--- src/rtl/uart_pkg.sv ---
// Shared definitions for the UART receive path: FSM state encoding and the
// default frame timing used when a parent does not override the parameters.
package uart_pkg;

  localparam int DEFAULT_CLKS_PER_BIT = 16;
  localparam int DEFAULT_DATA_BITS    = 8;

  typedef enum logic [1:0] {
    ST_IDLE  = 2'd0,
    ST_START = 2'd1,
    ST_DATA  = 2'd2,
    ST_STOP  = 2'd3
  } rxState_t;

endpackage

--- src/rtl/uart_bit_timer.sv ---
// Bit-period timer for the UART receiver. Counts clk cycles inside one serial
// bit and flags the middle of the bit (start-bit validation point) and the
// last cycle of the bit (data/stop sampling point). The count wraps by itself
// at the end of a bit so an un-cleared run stays periodic.
module uart_bit_timer
  import uart_pkg::*;
#(
  parameter int CLKS_PER_BIT = DEFAULT_CLKS_PER_BIT
) (
  input  logic clk,
  input  logic reset,
  input  logic i_clear,
  output logic o_midBit,
  output logic o_endBit
);

  localparam int            TW        = $clog2(CLKS_PER_BIT);
  localparam logic [TW-1:0] MID_COUNT = TW'(CLKS_PER_BIT / 2 - 1);
  localparam logic [TW-1:0] END_COUNT = TW'(CLKS_PER_BIT - 1);

  logic [TW-1:0] r_count;

  // Advance the in-bit cycle count, restarting on clear or at the end of a bit
  always_ff @(posedge clk or posedge reset) begin
    if (reset) begin
      r_count <= '0;
    end else if (i_clear || (r_count == END_COUNT)) begin
      r_count <= '0;
    end else begin
      r_count <= r_count + TW'(1);
    end
  end

  assign o_midBit = (r_count == MID_COUNT);
  assign o_endBit = (r_count == END_COUNT);

endmodule

--- src/rtl/uart_rx_ctrl.sv ---
// UART receive controller. Synchronizes the raw serial line, frames it with a
// start/data/stop FSM, and drives an external status flag pair: flagSet loads
// the frame status (good stop bit or framing error) and flagClr clears it when
// the consumer acknowledges. The received word is presented on dataOut.
module uart_rx_ctrl
  import uart_pkg::*;
#(
  parameter int CLKS_PER_BIT = DEFAULT_CLKS_PER_BIT,
  parameter int DATA_BITS    = DEFAULT_DATA_BITS
) (
  input  logic                 clk,
  input  logic                 reset,
  input  logic                 rxIn,
  input  logic                 rdAck,
  output logic [DATA_BITS-1:0] dataOut,
  output logic                 flagSet,
  output logic                 flagDin,
  output logic                 flagClr,
  output logic                 busy
);

  localparam int            IW       = $clog2(DATA_BITS);
  localparam logic [IW-1:0] LAST_IDX = IW'(DATA_BITS - 1);

  logic                 r_sync1;
  logic                 r_sync2;
  logic                 w_rxS;
  rxState_t             r_state;
  rxState_t             w_nextState;
  logic [IW-1:0]        r_bitIdx;
  logic [DATA_BITS-1:0] r_shift;
  logic [DATA_BITS-1:0] r_dataOut;
  logic                 r_flagSet;
  logic                 r_flagDin;
  logic                 r_flagClr;
  logic                 w_midBit;
  logic                 w_endBit;
  logic                 w_timerClr;
  logic                 w_shiftEn;
  logic                 w_frameDone;
  logic                 w_busy;

  // Two-flop synchronizer; resets to the idle-high line level
  always_ff @(posedge clk or posedge reset) begin
    if (reset) begin
      r_sync1 <= 1'b1;
      r_sync2 <= 1'b1;
    end else begin
      r_sync1 <= rxIn;
      r_sync2 <= r_sync1;
    end
  end

  assign w_rxS = r_sync2;

  uart_bit_timer #(
    .CLKS_PER_BIT(CLKS_PER_BIT)
  ) u_bitTimer (
    .clk      (clk),
    .reset    (reset),
    .i_clear  (w_timerClr),
    .o_midBit (w_midBit),
    .o_endBit (w_endBit)
  );

  // Frame FSM state register
  always_ff @(posedge clk or posedge reset) begin
    if (reset) begin
      r_state <= ST_IDLE;
    end else begin
      r_state <= w_nextState;
    end
  end

  // Next-state: a start bit must still be low at mid-bit, otherwise it was a glitch
  always_comb begin
    w_nextState = r_state;
    case (r_state)
      ST_IDLE: begin
        if (!w_rxS) w_nextState = ST_START;
      end
      ST_START: begin
        if (w_midBit) w_nextState = w_rxS ? ST_IDLE : ST_DATA;
      end
      ST_DATA: begin
        if (w_endBit && (r_bitIdx == LAST_IDX)) w_nextState = ST_STOP;
      end
      ST_STOP: begin
        if (w_endBit) w_nextState = ST_IDLE;
      end
      default: w_nextState = ST_IDLE;
    endcase
  end

  // FSM outputs: timer restarts at each sampling point, which moves sampling to mid-bit
  always_comb begin
    w_timerClr  = 1'b0;
    w_shiftEn   = 1'b0;
    w_frameDone = 1'b0;
    w_busy      = 1'b1;
    case (r_state)
      ST_IDLE: begin
        w_timerClr = 1'b1;
        w_busy     = 1'b0;
      end
      ST_START: begin
        w_timerClr = w_midBit;
      end
      ST_DATA: begin
        w_timerClr = w_endBit;
        w_shiftEn  = w_endBit;
      end
      ST_STOP: begin
        w_timerClr  = w_endBit;
        w_frameDone = w_endBit;
      end
      default: begin
        w_timerClr = 1'b1;
      end
    endcase
  end

  // Shift data bits in LSB first and track which bit of the word is next
  always_ff @(posedge clk or posedge reset) begin
    if (reset) begin
      r_shift  <= '0;
      r_bitIdx <= '0;
    end else if (w_shiftEn) begin
      r_shift  <= {w_rxS, r_shift[DATA_BITS-1:1]};
      r_bitIdx <= (r_bitIdx == LAST_IDX) ? '0 : r_bitIdx + IW'(1);
    end
  end

  // Publish the word and its stop-bit status together; both hold until the next frame
  always_ff @(posedge clk or posedge reset) begin
    if (reset) begin
      r_dataOut <= '0;
      r_flagSet <= 1'b0;
      r_flagDin <= 1'b0;
    end else begin
      r_flagSet <= w_frameDone;
      if (w_frameDone) begin
        r_dataOut <= r_shift;
        r_flagDin <= w_rxS;
      end
    end
  end

  // Acknowledge clears the flag pair, except an ack seen while a new status is being set
  always_ff @(posedge clk or posedge reset) begin
    if (reset) begin
      r_flagClr <= 1'b0;
    end else begin
      r_flagClr <= rdAck & ~r_flagSet;
    end
  end

  assign dataOut = r_dataOut;
  assign flagSet = r_flagSet;
  assign flagDin = r_flagDin;
  assign flagClr = r_flagClr;
  assign busy    = w_busy;

endmodule

--- config.mk ---
export PLATFORM = sky130hd
export DESIGN_NAME = uart_rx_ctrl
export DESIGN_NICKNAME = d
export VERILOG_FILES = /design/src/rtl/uart_pkg.sv /design/src/rtl/uart_bit_timer.sv /design/src/rtl/uart_rx_ctrl.sv
export SDC_FILE = /design/constraint.sdc
export NUM_CORES = 1
export LEC_CHECK = 0
export BUFFER_PORTS_ARGS = -buffer_cell sky130_fd_sc_hd__clkbuf_2
export CORE_MARGIN = 4
export CORE_UTILIZATION = 40
export CTS_CLUSTER_DIAMETER = 100
export DETAILED_ROUTE_END_ITERATION = 10
export PLACE_DENSITY_LB_ADDON = 0.08
export SKIP_LAST_GASP = 1
export SLEW_MARGIN = 20
export SYNTH_ARGS = -nofsm -noshare
export SYNTH_HDL_FRONTEND = slang
export SYNTH_HIERARCHICAL = 1
export SYNTH_SLANG_ARGS = --single-unit
--- constraint.sdc ---
create_clock -name clk -period 2.2 [get_ports clk]
set_clock_uncertainty 0.05 [all_clocks]
set_input_delay 0.11 -clock clk [delete_from_list [all_inputs] [get_ports clk]]
set_output_delay 0.11 -clock clk [all_outputs]
set_load 0.1 [all_outputs]
# Word level (Yosys, flattened, before mapping)
# Cells that the tools add are included.
word_totals:
  inputBits: 4
  out_inout_bits: 12
  regBits: 30
op_classes:
  bitwise: 2
  n_reduce_logical: 5
  n_addsub: 2
  eq_ne: 10
  mux: 12
op_table:
  columns: ["cell", "n"]
  rows:
  - ["two-way mux 2 bit", 5]
  - ["case mux 2 bit (4 select lines)", 1]
  - ["!= test 2 bit (second input constant)", 3]
  - ["adder 4 x 1 -> 4 bit (second input constant)", 1]
  - ["equality test 2 bit (second input constant)", 2]
  - ["equality test 4 x 3 -> 1 bit (second input constant)", 1]
  - ["equality test 4 bit (second input constant)", 1]
  - ["two-way mux 4 bit", 1]
  - ["AND reduction 4 bit", 1]
  - ["adder 3 x 1 -> 3 bit (second input constant)", 1]
  - ["equality test 3 bit (second input constant)", 1]
  - ["two-way mux 1 bit", 3]
  - ["two-way mux 3 bit", 1]
  - ["case mux 1 bit (3 select lines)", 1]
  - ["equality test 2 x 1 -> 1 bit (second input constant)", 1]
  - ["logical NOT 2 bit", 1]
  - ["!= test 2 x 1 -> 1 bit (second input constant)", 1]
  - ["OR reduction 2 bit", 1]
  - ["bitwise AND 1 bit", 1]
  - ["logical AND 1 bit", 1]
  - ["logical OR 1 bit", 1]
  - ["NOT 1 bit", 1]

# Depth between registers and ports, before layout
# Gate-level depths: netlist of the first run.
depth:
  word_depth: 5
  depth_mapped: 6
  ltp_nobuf: 6

# Modules after synthesis
# The synthesis of the first run kept the hierarchy.
by_module_without_submodules:
  columns: ["module", "cells_per_inst", "n_inst", "area_each_um2"]
  rows:
  - ["uart_rx_ctrl", 67, 1, 1051.0]
  - ["uart_bit_timer", 18, 1, 197.7]

# Worst setup path after synthesis of the first run
# OpenSTA, ideal clock, no wires.
synth_path:
  path_type: "register to register"
  start: "register u_bitTimer.r_count[0]"
  end: "register r_state[0]"
  arrival_time_ps: 1480
  stages_incl_launch_ff: 5
  required_ps: 2010
  setup_slack_ps: 530
  cell_sequence: "dfrtp_1 ha_1 and3_4 and2_2 mux4_1"
synth_via:
  elab_chain_len: 4
synth_rtl:
  columns: ["item", "line", "text"]
  rows:
  - ["start, declared", "uart_bit_timer.sv:21", "logic [TW-1:0] r_count;"]
  - ["start signal, assigned", "uart_bit_timer.sv:30", "r_count <= r_count + TW'(1);"]
  - ["equality test 4 bit (*)", "uart_bit_timer.sv:35", "assign o_endBit = (r_count == END_COUNT);"]
  - ["via w_endBit", "uart_rx_ctrl.sv:37", "logic w_endBit;"]
  - ["logical AND 1 bit", "uart_rx_ctrl.sv:86", "if (w_endBit && (r_bitIdx == LAST_IDX)) w_nextState = ST_STOP;"]
  - ["!= test 2 bit (no line)", null, null]
  - ["AND reduction 4 bit (no line) (*)", null, null]
  - ["end signal, assigned", "uart_rx_ctrl.sv:71", "r_state <= w_nextState;"]
  - ["end, declared", "uart_rx_ctrl.sv:28", "rxState_t r_state;"]
# Mark *: on every way through the listed nets, which the timed path passes. The rest lies on a longest branch.
# A chain may end at the register's enable or synchronous reset.

# Worst setup path after layout of the first run
# Same ends and word-level chain as after synthesis.

==> flow_summary.json, run 1 <==
{
  "synth_cells": 85,
  "p_leak_nw": 0.765,
  "finalCritPeriodShare_pct": 79.2,
  "hp-class": "input pin to async pin",
  "cp-end-kind": "flip-flop",
  "io_buffers": 15,
  "status": "finished, final reports clean",
  "cts_tree": "yes",
  "powerDensity_nw_per_um2": 879,
  "setup_tns_ns": 0,
  "synthSimpleGateAreaFrac_pct": 9.82,
  "ctsHtreeMaxLevel": 2,
  "path_max_fanout": 7,
  "place.detailed.hpwl_mm": 1.22,
  "clock_latency_ns": 0.32,
  "synth_seq_cells": 30,
  "coreArea_sq_um": 3030,
  "die_area_sq_um": 4080,
  "design_area_sq_um": 1460,
  "vias_per_cell": 4.59,
  "layout_commonest_cell": "dfrtp_1",
  "dpl_cell_area_sq_um": 1370,
  "report.final.hold_viol_count": 0,
  "drive_above_1_share_pct": 47.3,
  "final_cells": 154,
  "grt_max_degree": 27,
  "die_w_um": 63.9,
  "drtIter0Drc": 13,
  "grt_use_total_pct": 11.6,
  "initial_core_util_pct": 41.2,
  "place_ws_ns": 0.457,
  "synth_area_sq_um": 1250,
  "wirelength_mm": 1.82,
  "cp.arrival_ns": 1.89,
  "num_vias": 707,
  "place.gp.congestion": 0.749,
  "maxCapViolations": 0,
  "synthMuxAreaShare_pct": 20.1,
  "slew_headroom_pct": 63.7,
  "rows": 20,
  "area_growth_pct": 16.7,
  "cts-buffers-inserted": 5,
  "final_cell_mix": "dfrtp_1, mux2_2, clkbuf_2",
  "postCtsSetupBuffers": 0,
  "drt-pass1-iter-count": 2,
  "fin_ws_ns": 0.458,
  "drc": 0,
  "synth_fa_ha_area_share_pct": 3.01,
  "fin_hold_ws_ns": 0.153,
  "cts.sinks": 30,
  "start_kind": "flip-flop",
  "die_y_um": 63.9,
  "ys_seq_area_share_pct": 60.3,
  "yosys_warnings": 6,
  "path_class": "flip-flop to flip-flop",
  "n_antenna_cell": 0,
  "worst_slew_pin_slew_ns": 0.547,
  "clockRootBuffer": "clkbuf_4",
  "synth_compound_area_share_pct": 2.40,
  "fmax_mhz": 574,
  "setup_viol": 0,
  "final_nets": 116,
  "synth_fp_nets": 92,
  "cp.required_ns": 2.35,
  "path_clk_slew_ns": 0.09,
  "fin_crit_ns": 1.74,
  "synth_xor_area_share_pct": 0.701,
  "clockBufferDepth": 2,
  "syn_avg_cell_area_sq_um": 14.7,
  "ios": 16,
  "synth_top_family_by_area": "multiplexers",
  "antenna_found_initial": 0,
  "grt_pass1_wl_mm": 3.51,
  "wl_per_cell_um": 11.8,
  "drv_slew": 0,
  "ir_worst_vdd_mv": 0.429,
  "cts_resized": 0,
  "reg2reg_slack_ns": 0.46,
  "grt_overflow": 0,
  "placed_cells": 143,
  "rsz0062_at_grt": "no",
  "ctsHoldBuffers": 3,
  "ant_nets": 0,
  "yosysUniqueCellTypes": 24,
  "grt_pass1_vias": 773
}
## power by group
| group | switching, mW | internal, mW | total (mW) |
|---|---|---|---|
| Clock | 0.180 | 0.155 | 0.334 |
| Combinational | 0.142 | 0.113 | 0.255 |
| Sequential | 0.0810 | 0.611 | 0.692 |
| Total | 0.402 | 0.879 | 1.28 |
## synthesized netlist by cell type
master     n  area share (%)
inv_1      7             2.1
and2_2     1            0.60
buf_4      1            0.60
nand4b_1   1            0.70
nor2_1     4             1.2
ha_1       3             3.0
a32o_1     1            0.80
nor3b_2    1             1.0
mux4_1     1             2.1
o21ai_0    1            0.40
nor3_2     1            0.80
buf_6      1            0.90
dfrtp_1   28              56
nor2b_1    1            0.50
nand3b_4   1             1.6
mux2_2    20              18
a21oi_1    3             1.2
dfstp_2    2             4.2
xnor2_1    1            0.70
nor3b_1    1            0.60
or2_2      1            0.50
nand2_1    2            0.60
nand3_2    1            0.80
and3_4     1            0.90
## layout make-up
type / instances / area [sq um]
Fill cell: 279 / 1570
Sequential cell: 30 / 753
Multi-Input combinational cell: 46 / 450
Timing Repair Buffer: 19 / 113
Clock buffer: 7 / 55.1
Tap cell: 44 / 55.1
Inverter: 7 / 26.3
Clock inverter: 1 / 5.00
## logic make-up (layout without fill, tap and decap cells)
family | count (synthesis) | count (layout)
AOI/OAI and AO/OA | 5 | 5
xor gates and xnor gates | 1 | 1
adders and majority gates | 3 | 3
buffers and inverters | 9 | 34
DFF | 30 | 30
muxes | 21 | 21
and+or+nand+nor | 16 | 16
## registers in the layout, summed over array words and instances, names as in the netlist, named ones only
name,flops
flagDin,1
r_state,1
flagClr,1
dataOut,8
u_bitTimer/r_count,4
r_bitIdx,3
r_shift,8
r_sync1,1
flagSet,1
r_sync2,1
## per-stage QoR
stage                     total power [mW]  util (%)
after floorplan                      0.917         -
after global placement               0.950      45.2
after detailed placement             0.955      45.2
after CTS                             1.30      48.1
after global routing                  1.37      48.1
final                                 1.28      48.1
## worst max-delay path, stage by stage, from the launching register on
cell and delay [ns]:
dfrtp_1 0.43, ha_1 0.27, and3_4 0.24, and2_2 0.17, mux4_1 0.47
## worst paths after layout
kind | from | endpoint | cells past startpoint
min in group clk | r_sync1 | r_sync2 | 0
min | reset | u_bitTimer/r_count[1] | 3
max | u_bitTimer/r_count[0] | r_state[0] | 4
max reg2reg | u_bitTimer/r_count[0] | r_state[0] | 4
max in group asynchronous | reset | r_sync2 | 4
min reg2reg | r_sync1 | r_sync2 | 0
## layer usage
metal  global-route usage [%]  vias up  part of all wire [%]
met4                     7.28        0                   3.1
li1                         -      339                     -
met5                        0        -                     0
met3                     5.62        7                   7.3
met2                     17.2       17                    45
met1                     13.3      344                    45
Power figures use the tool's default switching activity.
==> inputs of run 2 (changes only) <==
--- a/config.mk
+++ b/config.mk
@@ -5,6 +5,7 @@
 export SDC_FILE = /design/constraint.sdc
 export NUM_CORES = 1
 export LEC_CHECK = 0
+export ABC_AREA = 1
 export BUFFER_PORTS_ARGS = -buffer_cell sky130_fd_sc_hd__clkbuf_2
 export CORE_MARGIN = 4
 export CORE_UTILIZATION = 40
==> constraint.sdc (replaced) <==
create_clock -name clk -period 1.82 [get_ports clk]
set_clock_uncertainty 0.05 [all_clocks]
set_input_delay 0.091 -clock clk [delete_from_list [all_inputs] [get_ports clk]]
set_output_delay 0.091 -clock clk [all_outputs]
set_load 0.1 [all_outputs]
==> run 2 against run 1 <==
Net effect:
- cell area grew 3.9%
- total power grew 24%
- final cell count grew 31%
- critical path type unchanged
- die area grew 3.2%
- via count grew 23%
- core utilization grew 1.0 points
- count of clock-buffer cells in the layout grew 1
- global-route usage grew 0.61 points
==> flow_summary.json, run 2 <==
{
  "grt_use_met2_pct": 19.4,
  "place.gp.congestion": 0.746,
  "top_usage_layer": "met2",
  "final_nets": 164,
  "design_area_sq_um": 1510,
  "worst_slew_pin_slew_ns": 0.540,
  "grt_util_met3_pct": 4.16,
  "yosysUniqueCellTypes": 19,
  "synth_cells": 133,
  "yosysTopAreaCell": "dfrtp_1",
  "drt-pass1-iter-count": 4,
  "n_antenna_cell": 0,
  "final_cell_mix": "nand2_1, dfrtp_1, inv_1",
  "grt_overflow": 0,
  "clock_latency_ns": 0.32,
  "endpoint": "r_bitIdx[1]",
  "layout_commonest_cell": "nand2_1",
  "synth-main-ff-cell": "dfrtp_1",
  "report.final.hold_viol_count": 0,
  "maxCapViolations": 0,
  "ctsHtreeMaxLevel": 2,
  "fin_util_pct": 49.2,
  "clockBufferDepth": 2,
  "yosys_warnings": 6,
  "fin_crit_ns": 1.64,
  "ys_seq_area_share_pct": 58.2,
  "setup_viol": 0,
  "gr-usage-met1_pct": 14.2,
  "drc": 0,
  "fill_cells": 317,
  "powerDensity_nw_per_um2": 1050,
  "slew_headroom_pct": 64.1,
  "finalCritPeriodShare_pct": 90.3,
  "p_total_mw": 1.59,
  "wl_per_cell_um": 10.5,
  "fmax_mhz": 608,
  "p_leak_nw": 0.784,
  "ir_worst_vdd_mv": 0.626,
  "cts_tree": "yes",
  "vias_per_cell": 4.32,
  "drive_above_1_share_pct": 28.5,
  "path_clk_slew_ns": 0.09,
  "drtIter0Drc": 21,
  "placed_cells": 191,
  "path_max_fanout": 20,
  "clockRootBuffer": "clkbuf_4",
  "cp-end-kind": "flip-flop",
  "async_reset_ff_share_pct": 100,
  "rsz0062_at_grt": "no",
  "cts_resized": 0,
  "drv_slew": 0,
  "place.detailed.hpwl_mm": 1.45,
  "fin_hold_ws_ns": 0.135,
  "grt_pass1_vias": 906,
  "synth_area_leaders": "dfrtp_1, nand2_1, o21ai_2",
  "place_ws_ns": 0.201,
  "syn_avg_cell_area_sq_um": 9.73,
  "area_growth_pct": 17.0,
  "rows": 20,
  "die_y_um": 64.9,
  "cp.required_ns": 1.98,
  "die_area_sq_um": 4210,
  "num_vias": 872,
  "synth_fp_nets": 140,
  "grt_use_total_pct": 12.2,
  "synth_top_area_share_pct": 54.2,
  "setup_tns_ns": 0,
  "synth_commonest_cells": "nand2_1, dfrtp_1, inv_1, o21ai_2",
  "dpl_cell_area_sq_um": 1410,
  "coreArea_sq_um": 3080,
  "fin_ws_ns": 0.177,
  "cts-buffers-inserted": 5,
  "cts.sinks": 30,
  "reg2reg_to": "r_bitIdx[1]",
  "grt_pass1_wl_mm": 3.84,
  "initial_core_util_pct": 42.0,
  "r2r_cells": 9,
  "hp-class": "input pin to async pin",
  "start_kind": "flip-flop",
  "io_buffers": 15,
  "cp.arrival_ns": 1.81,
  "wirelength_mm": 2.12,
  "r2r-start": "u_bitTimer/r_count[0]",
  "path_class": "flip-flop to flip-flop",
  "ios": 16,
  "worstSetupStartpoint": "u_bitTimer/r_count[0]",
  "synth_edf_count": 0,
  "final_cells": 202,
  "reg2reg_slack_ns": 0.18,
  "yosys.cell_count.top_type": "nand2_1",
  "antenna_found_initial": 0,
  "synth_area_sq_um": 1290,
  "ant_nets": 0,
  "synth_seq_cells": 30,
  "die_w_um": 64.9,
  "grt_max_degree": 27,
  "status": "finished, final reports clean"
}
run 2: cell types whose count changed after synthesis, sizes merged, moves of 2 or more:
cell | previous run | this run
nand2 | 2 | 38
inv | 7 | 23
o21ai | 1 | 17
a21oi | 3 | 0
nor2 | 4 | 9
nand3 | 1 | 5
nand4 | 0 | 2
mux2 | 20 | 0
run 2: repair_timing:
| item | in CTS | in global routing |
|---|---|---|
| hold buffers | 3 | 0 |
| endpoints found under the hold margin | 30 | 0 |
| buffers inserted | 0 | 0 |
run 2: cells by family after synthesis:
family          Yosys count  synth area share, %
compound gates           18                 10.6
fa+ha+maj                 3                 2.90
buf+inv                  26                 9.28
flops                    30                 58.2
simple gates             56                 19.0
run 2: worst min-delay path by stage:
stage          start                    end  slack, ns  depth (start not counted)
6_report       reset  u_bitTimer/r_count[0]       0.14                          3
5_1_grt        reset  u_bitTimer/r_count[1]       0.15                          3
4_1_cts        reset  u_bitTimer/r_count[1]       0.12                          3
3_5_place_dp   reset  u_bitTimer/r_count[3]      -0.07                          2
3_3_place_gp   reset  u_bitTimer/r_count[3]      -0.08                          2
2_1_floorplan  reset  u_bitTimer/r_count[0]      -0.19                          1
run 2: worst max-delay path, stage by stage, from the launching register on:
cell and delay (ns):
dfrtp_1 0.40, ha_1 0.21, nand2_2 0.10, nor2_1 0.20, nand2_2 0.10, nor2_2 0.08, buf_4 0.22, inv_2 0.06
nand2_1 0.06, nand2_1 0.05
run 2: power by group:
part	leakage, nW	internal, mW	switching [mW]
registers	0.404	0.717	0.0603
logic	0.335	0.106	0.225
clock network	0.0446	0.264	0.216
total	0.784	1.09	0.502
run 2: final cells by class:
cell class	instances	area, sq um	area share (%)
clock buffer	8	78.8	5.21
tap	44	55.1	3.64
multi-input combinational	77	420	27.8
inverter	23	86.3	5.70
sequential	30	753	49.8
timing repair buffer	20	120	7.93
run 2: per-layer routing:
metal	vias up	share of wire [%]	routed length, um
li1	459	-	-
met2	18	44	933
met1	388	49	1030
met5	-	0	0
met4	0	2.9	62
met3	7	4.1	87
